## src/rtl/mem_arb_pkg.sv

```systemverilog
// Shared definitions for the unified RAM port arbiter: FSM states,
// access-size codes, requester identifiers and the alignment rule.
package mem_arb_pkg;

  typedef enum logic [1:0] {
    ST_IDLE   = 2'd0,
    ST_ACCESS = 2'd1,
    ST_DONE   = 2'd2
  } arb_state_t;

  localparam logic [1:0] SEL_BYTE = 2'b00;
  localparam logic [1:0] SEL_HALF = 2'b01;
  localparam logic [1:0] SEL_WORD = 2'b10;
  localparam logic [1:0] SEL_RSVD = 2'b11;

  typedef enum logic {
    REQ_CPU = 1'b0,
    REQ_DMA = 1'b1
  } req_id_t;

  // An access is rejected when the size is reserved or the address is not
  // naturally aligned to the access size.
  function automatic logic align_err(input logic [1:0] sel, input logic [1:0] addr_lo);
    logic err;
    case (sel)
      SEL_BYTE: err = 1'b0;
      SEL_HALF: err = addr_lo[0];
      SEL_WORD: err = (addr_lo != 2'b00);
      default:  err = 1'b1;
    endcase
    return err;
  endfunction

  // GRANT bit layout is {DMA, CPU}.
  function automatic logic [1:0] grant_onehot(input req_id_t id);
    return (id == REQ_DMA) ? 2'b10 : 2'b01;
  endfunction

endpackage

```

## src/rtl/mem_arb_rr_pick.sv

```systemverilog
// Two-way round-robin picker. Holds the identity of the last granted
// requester and, on a tie, favours the other one. Reset leaves DMA as the
// last winner so the CPU takes the first tie.
module mem_arb_rr_pick
  import mem_arb_pkg::*;
(
  input  logic clk,
  input  logic srst,
  input  logic cpu_req,
  input  logic dma_req,
  input  logic take,
  output logic valid,
  output logic pick_dma
);

  req_id_t last_grant_reg;

  // Choose a winner from the current requests and the last owner.
  always_comb begin
    valid    = cpu_req | dma_req;
    pick_dma = 1'b0;
    if (cpu_req && dma_req) begin
      pick_dma = (last_grant_reg == REQ_CPU);
    end else begin
      pick_dma = dma_req;
    end
  end

  // Remember who won, only when the arbiter actually consumes the pick.
  always_ff @(posedge clk) begin
    if (srst) begin
      last_grant_reg <= REQ_DMA;
    end else if (take && valid) begin
      last_grant_reg <= pick_dma ? REQ_DMA : REQ_CPU;
    end
  end

endmodule

```

## src/rtl/mem_port_arbiter.sv

```systemverilog
// Shares one RAM port between the CPU and a DMA/loader. Each granted access
// runs IDLE -> ACCESS (MEM_LAT cycles) -> DONE, or IDLE -> DONE when the
// request is misaligned. RAM-side signals come only from the request copy
// latched at grant time, so requesters may change their buses afterwards.
module mem_port_arbiter
  import mem_arb_pkg::*;
#(
  parameter int ADDRESS_WIDTH    = 32,
  parameter int INSTR_DATA_WIDTH = 32,
  parameter int MEM_LAT          = 2
) (
  input  logic                        CLK,
  input  logic                        RST,
  input  logic                        CPU_REQ,
  input  logic                        CPU_WE,
  input  logic [1:0]                  CPU_SEL,
  input  logic [ADDRESS_WIDTH-1:0]    CPU_ADDR,
  input  logic [INSTR_DATA_WIDTH-1:0] CPU_WDATA,
  output logic                        CPU_ACK,
  output logic                        CPU_ERR,
  output logic [INSTR_DATA_WIDTH-1:0] CPU_RDATA,
  input  logic                        DMA_REQ,
  input  logic                        DMA_WE,
  input  logic [1:0]                  DMA_SEL,
  input  logic [ADDRESS_WIDTH-1:0]    DMA_ADDR,
  input  logic [INSTR_DATA_WIDTH-1:0] DMA_WDATA,
  output logic                        DMA_ACK,
  output logic                        DMA_ERR,
  output logic [INSTR_DATA_WIDTH-1:0] DMA_RDATA,
  output logic                        RAM_EN,
  output logic                        RAM_WS,
  output logic [1:0]                  RAM_SEL,
  output logic [ADDRESS_WIDTH-1:0]    RAM_ADDR,
  output logic [INSTR_DATA_WIDTH-1:0] RAM_WDATA,
  input  logic [INSTR_DATA_WIDTH-1:0] RAM_RDATA,
  output logic [1:0]                  GRANT
);

  localparam int CW = $clog2(MEM_LAT + 1);
  localparam logic [CW-1:0] LAT_INIT = CW'(MEM_LAT);
  localparam logic [CW-1:0] CNT_LAST = CW'(1);

  arb_state_t                  state_reg;
  logic [CW-1:0]               cnt_reg;
  req_id_t                     owner_reg;
  logic                        we_reg;
  logic [1:0]                  sel_reg;
  logic [ADDRESS_WIDTH-1:0]    addr_reg;
  logic [INSTR_DATA_WIDTH-1:0] wdata_reg;
  logic                        ram_en_reg;
  logic                        ram_ws_reg;
  logic                        cpu_ack_reg;
  logic                        dma_ack_reg;
  logic                        cpu_err_reg;
  logic                        dma_err_reg;
  logic [INSTR_DATA_WIDTH-1:0] cpu_rdata_reg;
  logic [INSTR_DATA_WIDTH-1:0] dma_rdata_reg;
  logic [1:0]                  grant_reg;

  logic                        pick_valid;
  logic                        pick_dma;
  logic                        take;
  req_id_t                     pick_id;
  logic                        req_we;
  logic [1:0]                  req_sel;
  logic [ADDRESS_WIDTH-1:0]    req_addr;
  logic [INSTR_DATA_WIDTH-1:0] req_wdata;

  // The picker is only consulted while idle; elsewhere REQ changes are ignored.
  assign take = (state_reg == ST_IDLE);

  mem_arb_rr_pick u_pick (
    .clk      (CLK),
    .srst     (RST),
    .cpu_req  (CPU_REQ),
    .dma_req  (DMA_REQ),
    .take     (take),
    .valid    (pick_valid),
    .pick_dma (pick_dma)
  );

  // Route the winning requester's access fields toward the latch registers.
  always_comb begin
    pick_id   = pick_dma ? REQ_DMA : REQ_CPU;
    req_we    = pick_dma ? DMA_WE    : CPU_WE;
    req_sel   = pick_dma ? DMA_SEL   : CPU_SEL;
    req_addr  = pick_dma ? DMA_ADDR  : CPU_ADDR;
    req_wdata = pick_dma ? DMA_WDATA : CPU_WDATA;
  end

  // Sequencing FSM; every output is a register updated alongside the state.
  always_ff @(posedge CLK) begin
    if (RST) begin
      state_reg     <= ST_IDLE;
      cnt_reg       <= '0;
      owner_reg     <= REQ_CPU;
      we_reg        <= 1'b0;
      sel_reg       <= '0;
      addr_reg      <= '0;
      wdata_reg     <= '0;
      ram_en_reg    <= 1'b0;
      ram_ws_reg    <= 1'b0;
      cpu_ack_reg   <= 1'b0;
      dma_ack_reg   <= 1'b0;
      cpu_err_reg   <= 1'b0;
      dma_err_reg   <= 1'b0;
      cpu_rdata_reg <= '0;
      dma_rdata_reg <= '0;
      grant_reg     <= '0;
    end else begin
      case (state_reg)
        ST_IDLE: begin
          if (pick_valid) begin
            owner_reg <= pick_id;
            we_reg    <= req_we;
            sel_reg   <= req_sel;
            addr_reg  <= req_addr;
            wdata_reg <= req_wdata;
            grant_reg <= grant_onehot(pick_id);
            if (align_err(req_sel, req_addr[1:0])) begin
              // Rejected access: complete immediately, the RAM is never touched.
              state_reg <= ST_DONE;
              if (pick_id == REQ_DMA) begin
                dma_ack_reg <= 1'b1;
                dma_err_reg <= 1'b1;
              end else begin
                cpu_ack_reg <= 1'b1;
                cpu_err_reg <= 1'b1;
              end
            end else begin
              state_reg  <= ST_ACCESS;
              cnt_reg    <= LAT_INIT;
              ram_en_reg <= 1'b1;
              ram_ws_reg <= req_we;
            end
          end
        end

        ST_ACCESS: begin
          if (cnt_reg == CNT_LAST) begin
            // Last RAM cycle: read data is valid now and is captured on this edge.
            state_reg  <= ST_DONE;
            ram_en_reg <= 1'b0;
            ram_ws_reg <= 1'b0;
            if (owner_reg == REQ_DMA) begin
              dma_ack_reg <= 1'b1;
              if (!we_reg) dma_rdata_reg <= RAM_RDATA;
            end else begin
              cpu_ack_reg <= 1'b1;
              if (!we_reg) cpu_rdata_reg <= RAM_RDATA;
            end
          end else begin
            cnt_reg <= cnt_reg - CNT_LAST;
          end
        end

        ST_DONE: begin
          state_reg   <= ST_IDLE;
          cpu_ack_reg <= 1'b0;
          dma_ack_reg <= 1'b0;
          cpu_err_reg <= 1'b0;
          dma_err_reg <= 1'b0;
          grant_reg   <= '0;
        end

        default: begin
          state_reg <= ST_IDLE;
        end
      endcase
    end
  end

  assign CPU_ACK   = cpu_ack_reg;
  assign CPU_ERR   = cpu_err_reg;
  assign CPU_RDATA = cpu_rdata_reg;
  assign DMA_ACK   = dma_ack_reg;
  assign DMA_ERR   = dma_err_reg;
  assign DMA_RDATA = dma_rdata_reg;
  assign RAM_EN    = ram_en_reg;
  assign RAM_WS    = ram_ws_reg;
  assign RAM_SEL   = sel_reg;
  assign RAM_ADDR  = addr_reg;
  assign RAM_WDATA = wdata_reg;
  assign GRANT     = grant_reg;

endmodule

```

## config.mk

```make
export PLATFORM = sky130hd
export DESIGN_NAME = mem_port_arbiter
export DESIGN_NICKNAME = d
export VERILOG_FILES = /design/src/rtl/mem_arb_pkg.sv /design/src/rtl/mem_arb_rr_pick.sv /design/src/rtl/mem_port_arbiter.sv
export SDC_FILE = /design/constraint.sdc
export NUM_CORES = 1
export LEC_CHECK = 0
export ABC_CLOCK_PERIOD_IN_PS = 4600
export BUFFER_PORTS_ARGS = -buffer_cell sky130_fd_sc_hd__buf_2
export CAP_MARGIN = 20
export CORE_UTILIZATION = 24
export DETAILED_ROUTE_END_ITERATION = 7
export GPL_TIMING_DRIVEN = 0
export PLACE_DENSITY = 0.54
export SYNTH_ARGS = -nofsm -noshare
export SYNTH_HDL_FRONTEND = slang
export SYNTH_SLANG_ARGS = --single-unit
```

## constraint.sdc

```tcl
create_clock -name CLK -period 4.6 [get_ports CLK]
set_input_delay 0.92 -clock CLK [delete_from_list [all_inputs] [get_ports CLK]]
set_output_delay 0.92 -clock CLK [all_outputs]
set_load 0.02 [all_outputs]
```

Word level (Yosys, flattened, before mapping)
Cells that the tools add are included.
{"block": "totals", "reg_bits": 145, "input_bits": 170, "output_inout_bits": 138, "wordCells": 97}
{"block": "op_classes", "n_addsub": 1, "n_eq_ne": 14, "muxes": 42, "bitwise": 4, "n_reduce_logical": 19}
{"op": "$mux W32", "count": 2}
{"op": "$reduce_and A4 Y1", "count": 6}
{"op": "$mux W1", "count": 21}
{"op": "$mux W2", "count": 9}
{"op": "$ne A2 B2 Y1 const B", "count": 9}
{"op": "$pmux W2 S2", "count": 3}
{"op": "$reduce_and A6 Y1", "count": 2}
{"op": "$pmux W1 S3", "count": 3}
{"op": "$pmux W1 S2", "count": 4}
{"op": "$eq A2 B1 Y1 const B", "count": 3}
{"op": "$reduce_and A2 Y1", "count": 3}
{"op": "$reduce_bool A2 Y1", "count": 3}
{"op": "$eq A2 B2 Y1 const B", "count": 2}
{"op": "$logic_not A2 Y1", "count": 2}
{"op": "$not A1 Y1", "count": 3}
{"op": "$reduce_bool A3 Y1", "count": 1}
{"op": "$logic_and A1 B1 Y1", "count": 2}
{"op": "$sub A2 B1 Y2 const B", "count": 1}
{"op": "$or A1 B1 Y1", "count": 1}

Depth between registers and ports, before layout
Gate-level depths: netlist (run 1).
{"block": "depth", "ltp_word": 11, "depth_mapped": 8, "depth_no_buf": 6}

By module
Synthesis (run 1) repeated with hierarchy kept, for this count alone.
{"block": "unflattened", "cells_unflattened": 660, "area_unflattened_um2": 5843.1}
{"module": "mem_port_arbiter", "instances": 1, "cells_each": 654, "area_per_inst_um2": 5786.8, "seq_area_each_um2": 2882.8}
{"module": "mem_arb_rr_pick", "instances": 1, "cells_each": 6, "area_per_inst_um2": 56.3, "seq_area_each_um2": 20.0}

Worst setup path before layout (run 1)
No wires, ideal clock.
{"block": "synth_timing", "path_type": "in2reg", "start": "input port DMA_REQ", "end": "register ram_ws_reg (netlist: RAM_WS)", "setup_ps": 74, "arrival_time_ps": 2013, "required_ps": 4526, "slack_ps": 2513, "stages": 5, "n_path_buf": 1, "cell_sequence": "a21bo_1 buf_6 o221a_4 or4b_1 a31oi_1"}
{"block": "synth_via", "elab_chain_len": 10, "word_cells_on_any_way": 20, "classes_between": "4 x eq/ne; 11 x mux; 1 x bitwise; 4 x reduce/logical"}
{"element": "from (decl)", "line": "mem_port_arbiter.sv:22", "text": "input logic DMA_REQ,"}
{"element": "$logic_and A1 B1 Y1", "line": "mem_arb_rr_pick.sv:22", "text": "if (cpu_req && dma_req) begin"}
{"element": "$mux W1", "line": "mem_arb_rr_pick.sv:22"}
{"element": "$mux W2 or $mux W32 (tied branches)", "line": "mem_port_arbiter.sv:86, mem_port_arbiter.sv:87"}
{"element": "$eq A2 B2 Y1, or another cell as far along", "line": "mem_arb_pkg.sv:25", "text": "case (sel)"}
{"element": "$pmux W1 S3", "line": "mem_arb_pkg.sv:25"}
{"element": "$mux W1", "line": "mem_port_arbiter.sv:113", "text": "if (pick_valid) begin"}
{"element": "$mux W1", "line": "mem_port_arbiter.sv:111", "text": "case (state_reg)"}
{"element": "$mux W1", "line": "mem_port_arbiter.sv:93", "text": "if (RST) begin"}
{"element": "$ne A2 B2 Y1 (no line)"}
{"element": "$reduce_and A4 Y1 (no line)"}
{"element": "to (signal assigned)", "line": "mem_port_arbiter.sv:134", "text": "ram_ws_reg <= req_we;"}
{"element": "to (decl)", "line": "mem_port_arbiter.sv:51", "text": "logic ram_ws_reg;"}
Several ways; a longest one is shown, not always the timed one. The select of a mux whose other input is x is not followed.
A chain may end at the register's enable or synchronous reset.

Worst setup path in the final report (run 1)
{"block": "layout_timing", "start": "input port DMA_REQ", "end": "register wdata_reg[28] (netlist: RAM_WDATA[28])"}
{"block": "layout_via", "elab_chain_len": 3, "word_cells_on_any_way": 5, "classes_between": "2 x mux; 1 x bitwise; 2 x reduce/logical"}
{"element": "$logic_and A1 B1 Y1", "line": "mem_arb_rr_pick.sv:22"}
{"element": "$mux W1", "line": "mem_arb_rr_pick.sv:22"}
{"element": "$mux W32", "line": "mem_port_arbiter.sv:88", "text": "req_wdata = pick_dma ? DMA_WDATA : CPU_WDATA;"}
{"element": "to (signal assigned)", "line": "mem_port_arbiter.sv:118", "text": "wdata_reg <= req_wdata;"}
{"element": "to (decl)", "line": "mem_port_arbiter.sv:49", "text": "logic [INSTR_DATA_WIDTH-1:0] wdata_reg;"}
Several ways; a longest one is shown, not always the timed one.

==> results of run 1 <==
-- worst min-delay path, cell delays in order (launching register included) --
cell and delay [ns]:
dfxtp_1 0.30, nand2_1 0.05, o21ai_1 0.05
-- layout make-up --
type	instances	area [sq um]	area share
well taps	280	350	0.0443
flip-flops and latches	145	2900	0.367
multi-input cells	419	2230	0.282
inverters	4	15.0	0.00190
clock buffers	18	429	0.0542
clock inverters	13	211	0.0267
repair buffers	306	1530	0.194
plain buffers	55	240	0.0304
-- cells by family after synthesis --
family / after synthesis / share of synthesized area
AO/OA/AOI/OAI: 157 / 0.214
multiplexers: 1 / 0.00209
flip-flops: 145 / 0.539
AND/OR/NAND/NOR: 260 / 0.196
buffers and inverters: 59 / 0.0474
adder cells (fa/ha/maj): 1 / 0.00232
-- routing by layer --
metal / wire length [um] / part of all wire / track usage
met5: 0 / 0 / 0
met4: 287 / 0.015 / 0.0581
met3: 1360 / 0.070 / 0.0465
met2: 9510 / 0.49 / 0.289
met1: 8210 / 0.42 / 0.196
-- power groups by stage --
stage	clock [mW]	sequential (mW)	combinational, mW
floorplan	0	1.57	0.321
global placement	0	1.45	0.736
detailed placement	0	1.45	0.741
CTS	1.56	1.42	0.740
global route	1.62	1.44	0.804
finish	1.51	1.42	0.730
-- cells in the final DEF, fill, tap and decap left out, types with 2 or more instances in the layout --
cell / n
nor2b_1: 4
o211ai_1: 2
nor3_1: 6
clkinv_4: 2
nand2b_1: 2
nor2_1: 71
o21ai_0: 2
a311oi_1: 16
inv_1: 4
a222oi_1: 51
o21ai_1: 2
nor4_2: 2
dfxtp_1: 145
clkbuf_16: 17
bufinv_16: 5
a211o_1: 2
buf_2: 327
nor3_2: 2
or4_1: 2
clkinvlp_4: 4
a21oi_1: 72
nand2_1: 167
a31oi_1: 3
clkbuf_1: 34
-- metrics by stage --
stage	total power, mW	cell area [sq um]
3_3_place_gp	2.19	7270
3_5_place_dp	2.19	7270
5_1_grt	3.86	7910
2_1_floorplan	1.89	5390
4_1_cts	3.73	7910
6_report	3.67	7910
-- worst min path at each step --
| stage | from | endpoint | slack (ns) |
|---|---|---|---|
| final | CPU_ACK | CPU_ACK | 0.45 |
| after global routing | DMA_RDATA[8] | DMA_RDATA[8] | 0.46 |
| after CTS | DMA_ACK | DMA_ACK | 0.45 |
| after detailed placement | DMA_ACK | DMA_ACK | 0.44 |
| after global placement | DMA_ACK | DMA_ACK | 0.43 |
| after floorplan | cnt_reg[1] | cnt_reg[1] | 0.45 |
==> results.md, run 1 <==
- Yosys warning total: 0
- Hold WC Path Type: flip-flop to flip-flop
- Reg2reg setup slack: 2.59 ns
- Type of the worst setup path: input pin to flip-flop
- Proportion of power drawn by combinational gates: 0.199
- Clock transition at path regs: ~0.060 ns
- CTS hold repair buffers: 0
- CTS tree: built
- Pint: between 2 and 3 mW
- DRC: 0
- CP max stage delay: about 0.54 ns
- Pin count of the biggest net entering global routing: 17
- Placed cell count: about 1200
- TritonRoute pass-1 iters: 6
- Dpl hpwl: 14.8 mm
- TritonCTS Buffers: 17
- Worst-case reg-to-reg path depth: 7
- Hold Slack: between 0.4 and 0.5 ns
- Tot GR Track Use: 0.167
- WL final: 19.4 mm
- Clock network power share: 0.413
- Slew @ Worst Pin: between 0.7 and 0.8 ns
- Top Ports: just over 300
- Die W: between 150 and 200 um
- Synth Cell Area: around 0.0054 sq mm
- Power density over the cells: between 400 and 500 mW/mm^2
- Most frequent cells after synthesis: 167 x nand2_1, 145 x dfxtp_1, 72 x a21oi_1, 71 x nor2_1, 51 x a222oi_1
- Synth Register Bits: 145
- Clock Path Buffers: 2
- Setup TNS: 0 ns
- Final hold viol count: 0
- WP buf/inv: 3
- Most frequent CP cell: buf_2
- Layout cells sized above 1: 0.380
- Worst Skew: roughly 0.0098 ns
- RSZ-0062 raised after global routing: false
- Post-synth EDFFs: 0
- WP depth: 7
- WP data required: 4.94 ns
- Setup Fix Bufs, Post-CTS: 0
- CTS H-tree depth: 4
- Status: completed
- Syn nets: 794
- First-pass GRT wire length: 30.6 mm
- Share of the synthesized area in the top cell type: 0.539
- Vias after detailed routing: 5793
- Setup WS post-layout: about 2.4 ns
- Switching share of power: 0.291
- Register area share after synthesis: 0.539
- Initial Util: 0.246
- Number of diodes: 0
- Synth Flop Type: dfxtp_1
- Root buffer cell: clkbuf_16
- # rows: 54
- Final setup viols: 0
- Area Growth Syn to Fin: 46.8%
- Critical Path End: RAM_WDATA[28]
- Ys async rst share: 0
- Total of max-cap violations: 0
- Worst VDD drop: about 0.23 mV
- IO buf count: 306
- Die height: between 150 and 200 um
- WP data arrival: approximately 2.6 ns
- Syn_area_per_cell: around 8.7 sq um
- Placement Setup Slack: 1.87 ns
- Initial DRC Count: about 370
- Die ar.: between 0.02 and 0.025 sq mm
- Area contributors post-synth: dfxtp_1 54%, nand2_1 12%, a222oi_1 9.5%
- Unique masters post-synth: 34
- Crit-path slowest cell: nor3_2
- Layout Utilization: 0.361
- Critical Path Source: DMA_REQ
- CTS resizes: 0
- P_sw: 1.07 mW
- Clk sinks: between 100 and 150
- Slew Viols, Final: 0
- Fin crit period: about 2.2 ns
- Part of the power in registers: 0.388
- Total grt overflow: 0
- Vias in the first global route: 5746
- Hold path depth: 2
- Yosys top cell by area: dfxtp_1
- Final Wtd Congestion: slightly below 0.8
- Peak Freq: 446 MHz
- Top fanout value on the critical path: 10
- Critical path cell sequence: buf_2, a21bo_1, buf_6, nor3_2, buf_2, a222oi_1, nor2_1
- Leakage: 3.60 nW
- Worst Setup Start Kind: input pin
- Top-count cell post-synth: nand2_1
- Routed WL per cell: 15.6 um
- Core area: between 0.02 and 0.025 sq mm
- Vias per cell: between 4 and 5
- Final net count: ~1100
- Clk_lat worst skew: just over 0.4 ns
- Reg2reg start: state_reg[0]
- Initial antenna violation count: 0
- Antenna viol nets, final: 0
- Reg2reg end: RAM_ADDR[25]
- Post-Synthesis Cells: roughly 620
- Fillers: roughly 2400
- Final cycle utilization of the critical path: 0.487
- Finished Layout Cells: ~1200
- Max-Slew Margin vs Limit: 0.524
- Crit. End Element: flip-flop
- CP top delay family: buffers and inverters
No activity file was read; power rests on OpenSTA's default activity.
==> run 2, diff against run 1 <==
--- a/config.mk
+++ b/config.mk
@@ -5,13 +5,14 @@
 export SDC_FILE = /design/constraint.sdc
 export NUM_CORES = 1
 export LEC_CHECK = 0
-export ABC_CLOCK_PERIOD_IN_PS = 4600
+export ABC_AREA = 1
+export ABC_CLOCK_PERIOD_IN_PS = 2100
 export BUFFER_PORTS_ARGS = -buffer_cell sky130_fd_sc_hd__buf_2
 export CAP_MARGIN = 20
 export CORE_UTILIZATION = 24
 export DETAILED_ROUTE_END_ITERATION = 7
 export GPL_TIMING_DRIVEN = 0
-export PLACE_DENSITY = 0.54
+export PLACE_DENSITY = 0.53
 export SYNTH_ARGS = -nofsm -noshare
 export SYNTH_HDL_FRONTEND = slang
 export SYNTH_SLANG_ARGS = --single-unit
==> constraint.sdc (replaced) <==
create_clock -name CLK -period 2.1 [get_ports CLK]
set_input_delay 0.42 -clock CLK [delete_from_list [all_inputs] [get_ports CLK]]
set_output_delay 0.42 -clock CLK [all_outputs]
set_load 0.02 [all_outputs]
==> run 2 against run 1 <==
  * Die area is 5.2% higher
  * Critical path depth shrank 1
  * Final cell count up 13%
  * Sequential power rose by 140%
  * Routed wire length is 7.5% higher
  * Sequential share of layout area decreased by 1.2 points
==> results.md, run 2 <==
- Syn_area_per_cell: approximately 7.5 sq um
- DRC: 0
- Total power: around 9 mW
- Share of the synthesized area in the top cell type: 0.512
- Area Growth Syn to Fin: 44.1%
- Final hold viol count: 0
- Most frequent cells in the layout: 324 x buf_2, 192 x nand2_1, 145 x dfxtp_1
- Peak Freq: approximately 540 MHz
- Hold WC Path Type: input pin to flip-flop
- Layout cells sized above 1: 0.346
- Power density over the cells: approximately 1100 mW/mm^2
- Status: completed
- RSZ-0062 raised after global routing: false
- TritonCTS Buffers: 17
- Wire length on met1: 8.86 mm
- Core area: 0.0229 sq mm
- # rows: 55
- Most frequent cells after synthesis: 192 x nand2_1, 145 x dfxtp_1, 139 x nor2_1, 83 x o21ai_0, 51 x a31oi_1
- Proportion of power drawn by combinational gates: 0.289
- IO buf count: just over 300
- Synth Flop Type: dfxtp_1
- Pint: ~5.7 mW
- Worst Skew: approximately 0.017 ns
- Post-synth EDFFs: 0
- Post-Synthesis Cells: between 700 and 800
- Vias in the first global route: roughly 6000
- Setup TNS: 0 ns
- Area contributors post-synth: dfxtp_1 51%, nand2_1 13%, nor2_1 9.2%
- Clock Path Buffers: 2
- Clk sinks: roughly 150
- CTS resizes: 0
- Final net count: around 1200
- Top Metal Used: met4
- Wire length on met2: 9.52 mm
- Setup Fix Bufs, Post-CTS: 0
- Register area share after synthesis: 0.512
- Synth Cell Area: 0.00567 sq mm
- Metal3 WL: ~2.1 mm
- Final cycle utilization of the critical path: 0.878
- Syn nets: ~920
- Worst Setup Start Kind: flip-flop
- Yosys warning total: 0
- Finished Layout Cells: around 1400
- Root buffer cell: clkbuf_16
- Unique masters post-synth: 29
- Tot GR Track Use: 0.168
- Initial DRC Count: about 300
- Slew @ Worst Pin: around 0.65 ns
- Routed WL per cell: around 15 um
- Crit. End Element: flip-flop
- Vias after detailed routing: 6229
- CTS tree: built
- Number of diodes: 0
- Die W: between 150 and 200 um
- Dpl hpwl: roughly 16 mm
- Vias per cell: about 4.4
- Antenna viol nets, final: 0
- Placed cell count: roughly 1400
- Top fanout value on the critical path: 10
- Type of the worst setup path: flip-flop to flip-flop
- Max-Slew Margin vs Limit: 0.566
- Initial antenna violation count: 0
- Final setup viols: 0
- Part of the power in registers: 0.374
- Final Wtd Congestion: between 0.7 and 0.8
- Initial Util: 0.248
- Total grt overflow: 0
- Clk_lat worst skew: between 0.4 and 0.5 ns
- Pin count of the biggest net entering global routing: 17
- CTS H-tree depth: 4
- P_sw: approximately 3.3 mW
- Ys async rst share: 0
- Leakage: approximately 4.1 nW
- Worst VDD drop: 0.425 mV
- WP data required: 2.43 ns
- Top-count cell post-synth: nand2_1
- Top Ports: just over 300
- TritonRoute pass-1 iters: 4
- Fin crit period: between 1.5 and 2 ns
- Slew Viols, Final: 0
- Design Area, Final: approximately 0.0082 sq mm
- Clock network power share: 0.336
- Area after DPL: between 0.007 and 0.008 sq mm
- Synth Register Bits: about 150
- Layout Utilization: 0.357
- Switching share of power: 0.363
- WP data arrival: between 2 and 2.5 ns
- First-pass GRT wire length: 31.6 mm
- Total of max-cap violations: 0
- Yosys top cell by area: dfxtp_1
- CTS hold repair buffers: 0
- WL final: approximately 21 mm
- Die height: around 160 um
- Die ar.: between 0.02 and 0.025 sq mm
- Clock transition at path regs: about 0.07 ns
- Commonest non-fill, non-tap cell in the layout: buf_2
-- run 2: power groups by stage --
stage	Sequential [mW]	Combinational, mW	Clock (mW)
finish	3.38	2.61	3.03
global route	3.42	2.88	3.23
CTS	3.38	2.63	3.13
detailed placement	3.44	2.62	0
global placement	3.42	2.62	0
floorplan	3.85	1.21	0
-- run 2: cell type report --
class / instances / area, sq um
fill: 2530 / 14700
sequential: 145 / 2900
multi-input combinational: 532 / 2420
timing repair buffer: 305 / 1530
clock buffer: 18 / 439
tap: 313 / 392
buffer: 51 / 262
clock inverter: 14 / 145
inverter: 25 / 93.8
-- run 2: metrics by stage --
stage / hold WS [ns] / setup slack, ns
global placement: 0.441 / -0.118
finish: 0.231 / 0.256
global route: 0.229 / 0.0409
detailed placement: 0.438 / -0.160
CTS: 0.217 / 0.180
floorplan: 0.437 / 0.640
-- run 2: final timing paths --
path,start,to,slack (ns),depth (start not counted)
worst max register to register,state_reg[0],CPU_RDATA[14],0.26,6
worst max-delay path,state_reg[0],CPU_RDATA[14],0.26,6
worst min register to register,DMA_ACK,DMA_ACK,0.44,2
worst min-delay path,RAM_RDATA[16],CPU_RDATA[16],0.23,3
-- run 2: routing by layer --
metal  vias to the layer above  GRT usage
met5                         -          0
met4                         0     0.0518
met3                        18     0.0669
met2                       253      0.284
met1                      2830      0.194
li1                       3128          -
-- run 2: worst max-delay path, cell delays in order (launching register included) --
cell,delay (ns)
dfxtp_1,0.47
nand2_4,0.13
nor4_4,0.46
inv_1,0.19
clkbuf_1,0.28
nor2_1,0.17
nor2_1,0.06
-- run 2: kinds of logic (layout without fill, tap and decap cells) --
logic type	Yosys count	in the layout	synth area share
and+or+nand+nor	356	356	0.250
AOI/OAI and AO/OA	174	174	0.172
DFF	145	145	0.512
buffers and inverters	76	413	0.0624
adders and majority gates	1	1	0.00220
muxes	1	1	0.00176
==> run 3, diff against run 2 <==
--- a/config.mk
+++ b/config.mk
@@ -9,10 +9,12 @@
 export ABC_CLOCK_PERIOD_IN_PS = 2100
 export BUFFER_PORTS_ARGS = -buffer_cell sky130_fd_sc_hd__buf_2
 export CAP_MARGIN = 20
+export CORE_ASPECT_RATIO = 0.8
 export CORE_UTILIZATION = 24
 export DETAILED_ROUTE_END_ITERATION = 7
 export GPL_TIMING_DRIVEN = 0
 export PLACE_DENSITY = 0.53
+export SLEW_MARGIN = 20
 export SYNTH_ARGS = -nofsm -noshare
 export SYNTH_HDL_FRONTEND = slang
 export SYNTH_SLANG_ARGS = --single-unit
==> run 3 against run 2 <==
  * Design area fell by 0.29%
  * Worst setup slack better by 0.041 ns
  * Sequential power barely moved
  * Clock skew is 0.0023 ns lower
  * Clock-buffer cell count up 1
  * Hold slack better by 0.0064 ns
  * Critical endpoint is now CPU_RDATA[27]
==> results.md, run 3 (synthesis results as in run 2) <==
- Die ar.: around 0.024 sq mm
- # rows: between 40 and 50
- Top Ports: 308
- Type of the worst setup path: flip-flop to flip-flop
- Antenna viol nets, final: 0
- Setup WS post-layout: about 0.30 ns
- Finished Layout Cells: about 1400
- CTS resizes: 0
- Fillers: roughly 2500
- IO buf count: a little over 300
- Number of diodes: 0
- WP data arrival: ~2.2 ns
- TritonCTS Buffers: 17
- Vias in the first global route: 5883
- Total grt overflow: 0
- Worst Setup Start Kind: flip-flop
- First-pass GRT wire length: 32.0 mm
- Hold WC Path Type: input pin to flip-flop
- Power density over the cells: 1100 mW/mm^2
- Vias per cell: around 4.4
- Clk_lat worst skew: ~0.42 ns
- Placement Setup Slack: -0.123 ns
- Initial DRC Count: around 350
- Max-Slew Margin vs Limit: 0.519
- Final setup viols: 0
- Layout cells sized above 1: 0.344
- Total of max-cap violations: 0
- Top fanout value on the critical path: 10
- Peak Freq: ~550 MHz
- Clk sinks: between 100 and 150
- WL final: around 21 mm
- CTS tree: built
- Slew @ Worst Pin: between 0.7 and 0.8 ns
- Final Wtd Congestion: about 0.84
- Final hold viol count: 0
- Leakage: around 4.1 nW
- Placed cell count: around 1400
- Most frequent cells in the layout: 324 x buf_2, 192 x nand2_1, 145 x dfxtp_1
- Status: completed
- Area Growth Syn to Fin: 43.7%
- Dpl hpwl: between 15 and 20 mm
- CTS H-tree depth: 4
- Die height: ~140 um
- WP data required: 2.45 ns
- Final cycle utilization of the critical path: 0.859
- Initial antenna violation count: 0
- Root buffer cell: clkbuf_16
- Worst Skew: 0.0150 ns
- Tot GR Track Use: 0.167
- DRC: 0
- Core area: ~0.023 sq mm
- Slew Viols, Final: 0
- Fin crit period: approximately 1.8 ns
- Initial Util: 0.249
- Commonest non-fill, non-tap cell in the layout: buf_2
- Die W: about 170 um
- Clock transition at path regs: 0.06 ns
- TritonRoute pass-1 iters: 5
- Pin count of the biggest net entering global routing: 17
- Setup Fix Bufs, Post-CTS: 0
- RSZ-0062 raised after global routing: false
- Crit. End Element: flip-flop
- Vias after detailed routing: 6172
- CTS hold repair buffers: 0
- Worst VDD drop: 0.500 mV
- Final net count: ~1200
- Clock Path Buffers: 2
- Layout Utilization: 0.358
- Routed WL per cell: 14.8 um
run 3: cell types whose count changed in the layout (fill, tap and decap cells not counted):
| cell | before | now |
|---|---|---|
| clkbuf_2 | 1 | 0 |
| clkinv_4 | 2 | 4 |
| inv_8 | 3 | 1 |
| clkbuf_1 | 25 | 27 |
| inv_6 | 5 | 3 |
| clkinv_2 | 1 | 2 |
run 3: metal layers:
| metal | wire length (um) | vias up | GRT usage | part of all wire |
|---|---|---|---|---|
| met5 | 0 | - | 0 | 0 |
| met4 | 290 | 0 | 0.0503 | 0.014 |
| met3 | 1440 | 15 | 0.0481 | 0.070 |
| met2 | 9340 | 218 | 0.270 | 0.45 |
| met1 | 9570 | 2818 | 0.215 | 0.46 |
| li1 | - | 3121 | - | - |
run 3: final timing paths:
path | start | end | slack (ns) | cells past startpoint
worst min register to register | DMA_ACK | DMA_ACK | 0.44 | 2
worst max register to register | cnt_reg[0] | CPU_RDATA[27] | 0.30 | 6
worst max-delay path | cnt_reg[0] | CPU_RDATA[27] | 0.30 | 6
worst min-delay path | RAM_RDATA[28] | CPU_RDATA[28] | 0.24 | 3
run 3: power by group:
group	total [mW]	leakage [nW]	internal [mW]	switching [mW]
Combinational	2.62	2.59	0.889	1.73
Sequential	3.37	1.18	3.15	0.219
Clock	2.97	0.276	1.69	1.28
Total	8.96	4.05	5.73	3.23
run 3: final cells by class:
| cell class | instances | area [sq um] | area share |
|---|---|---|---|
| clock inverters | 13 | 128 | 0.0157 |
| flip-flops and latches | 145 | 2900 | 0.356 |
| clock buffers | 19 | 443 | 0.0543 |
| inverters | 25 | 93.8 | 0.0115 |
| well taps | 306 | 383 | 0.0470 |
| plain buffers | 51 | 260 | 0.0319 |
| multi-input cells | 532 | 2420 | 0.296 |
| repair buffers | 305 | 1530 | 0.187 |
run 3: stage by stage:
stage / TNS, ns / total power, mW / hold WS [ns] / area (sq um)
6_report: 0 / 8.96 / 0.237 / 8150
5_1_grt: 0 / 9.47 / 0.226 / 8150
4_1_cts: 0 / 9.07 / 0.222 / 8150
3_5_place_dp: -2.76 / 6.07 / 0.439 / 7580
3_3_place_gp: -2.55 / 6.06 / 0.445 / 7580
2_1_floorplan: 0 / 5.07 / 0.437 / 5670
run 3: worst max-delay path: stages, from the launching register on:
cell	delay [ns]
dfxtp_1	0.34
ha_1	0.17
inv_1	0.10
nor4_4	0.40
clkbuf_1	0.46
o21ai_0	0.14
nor2_1	0.13
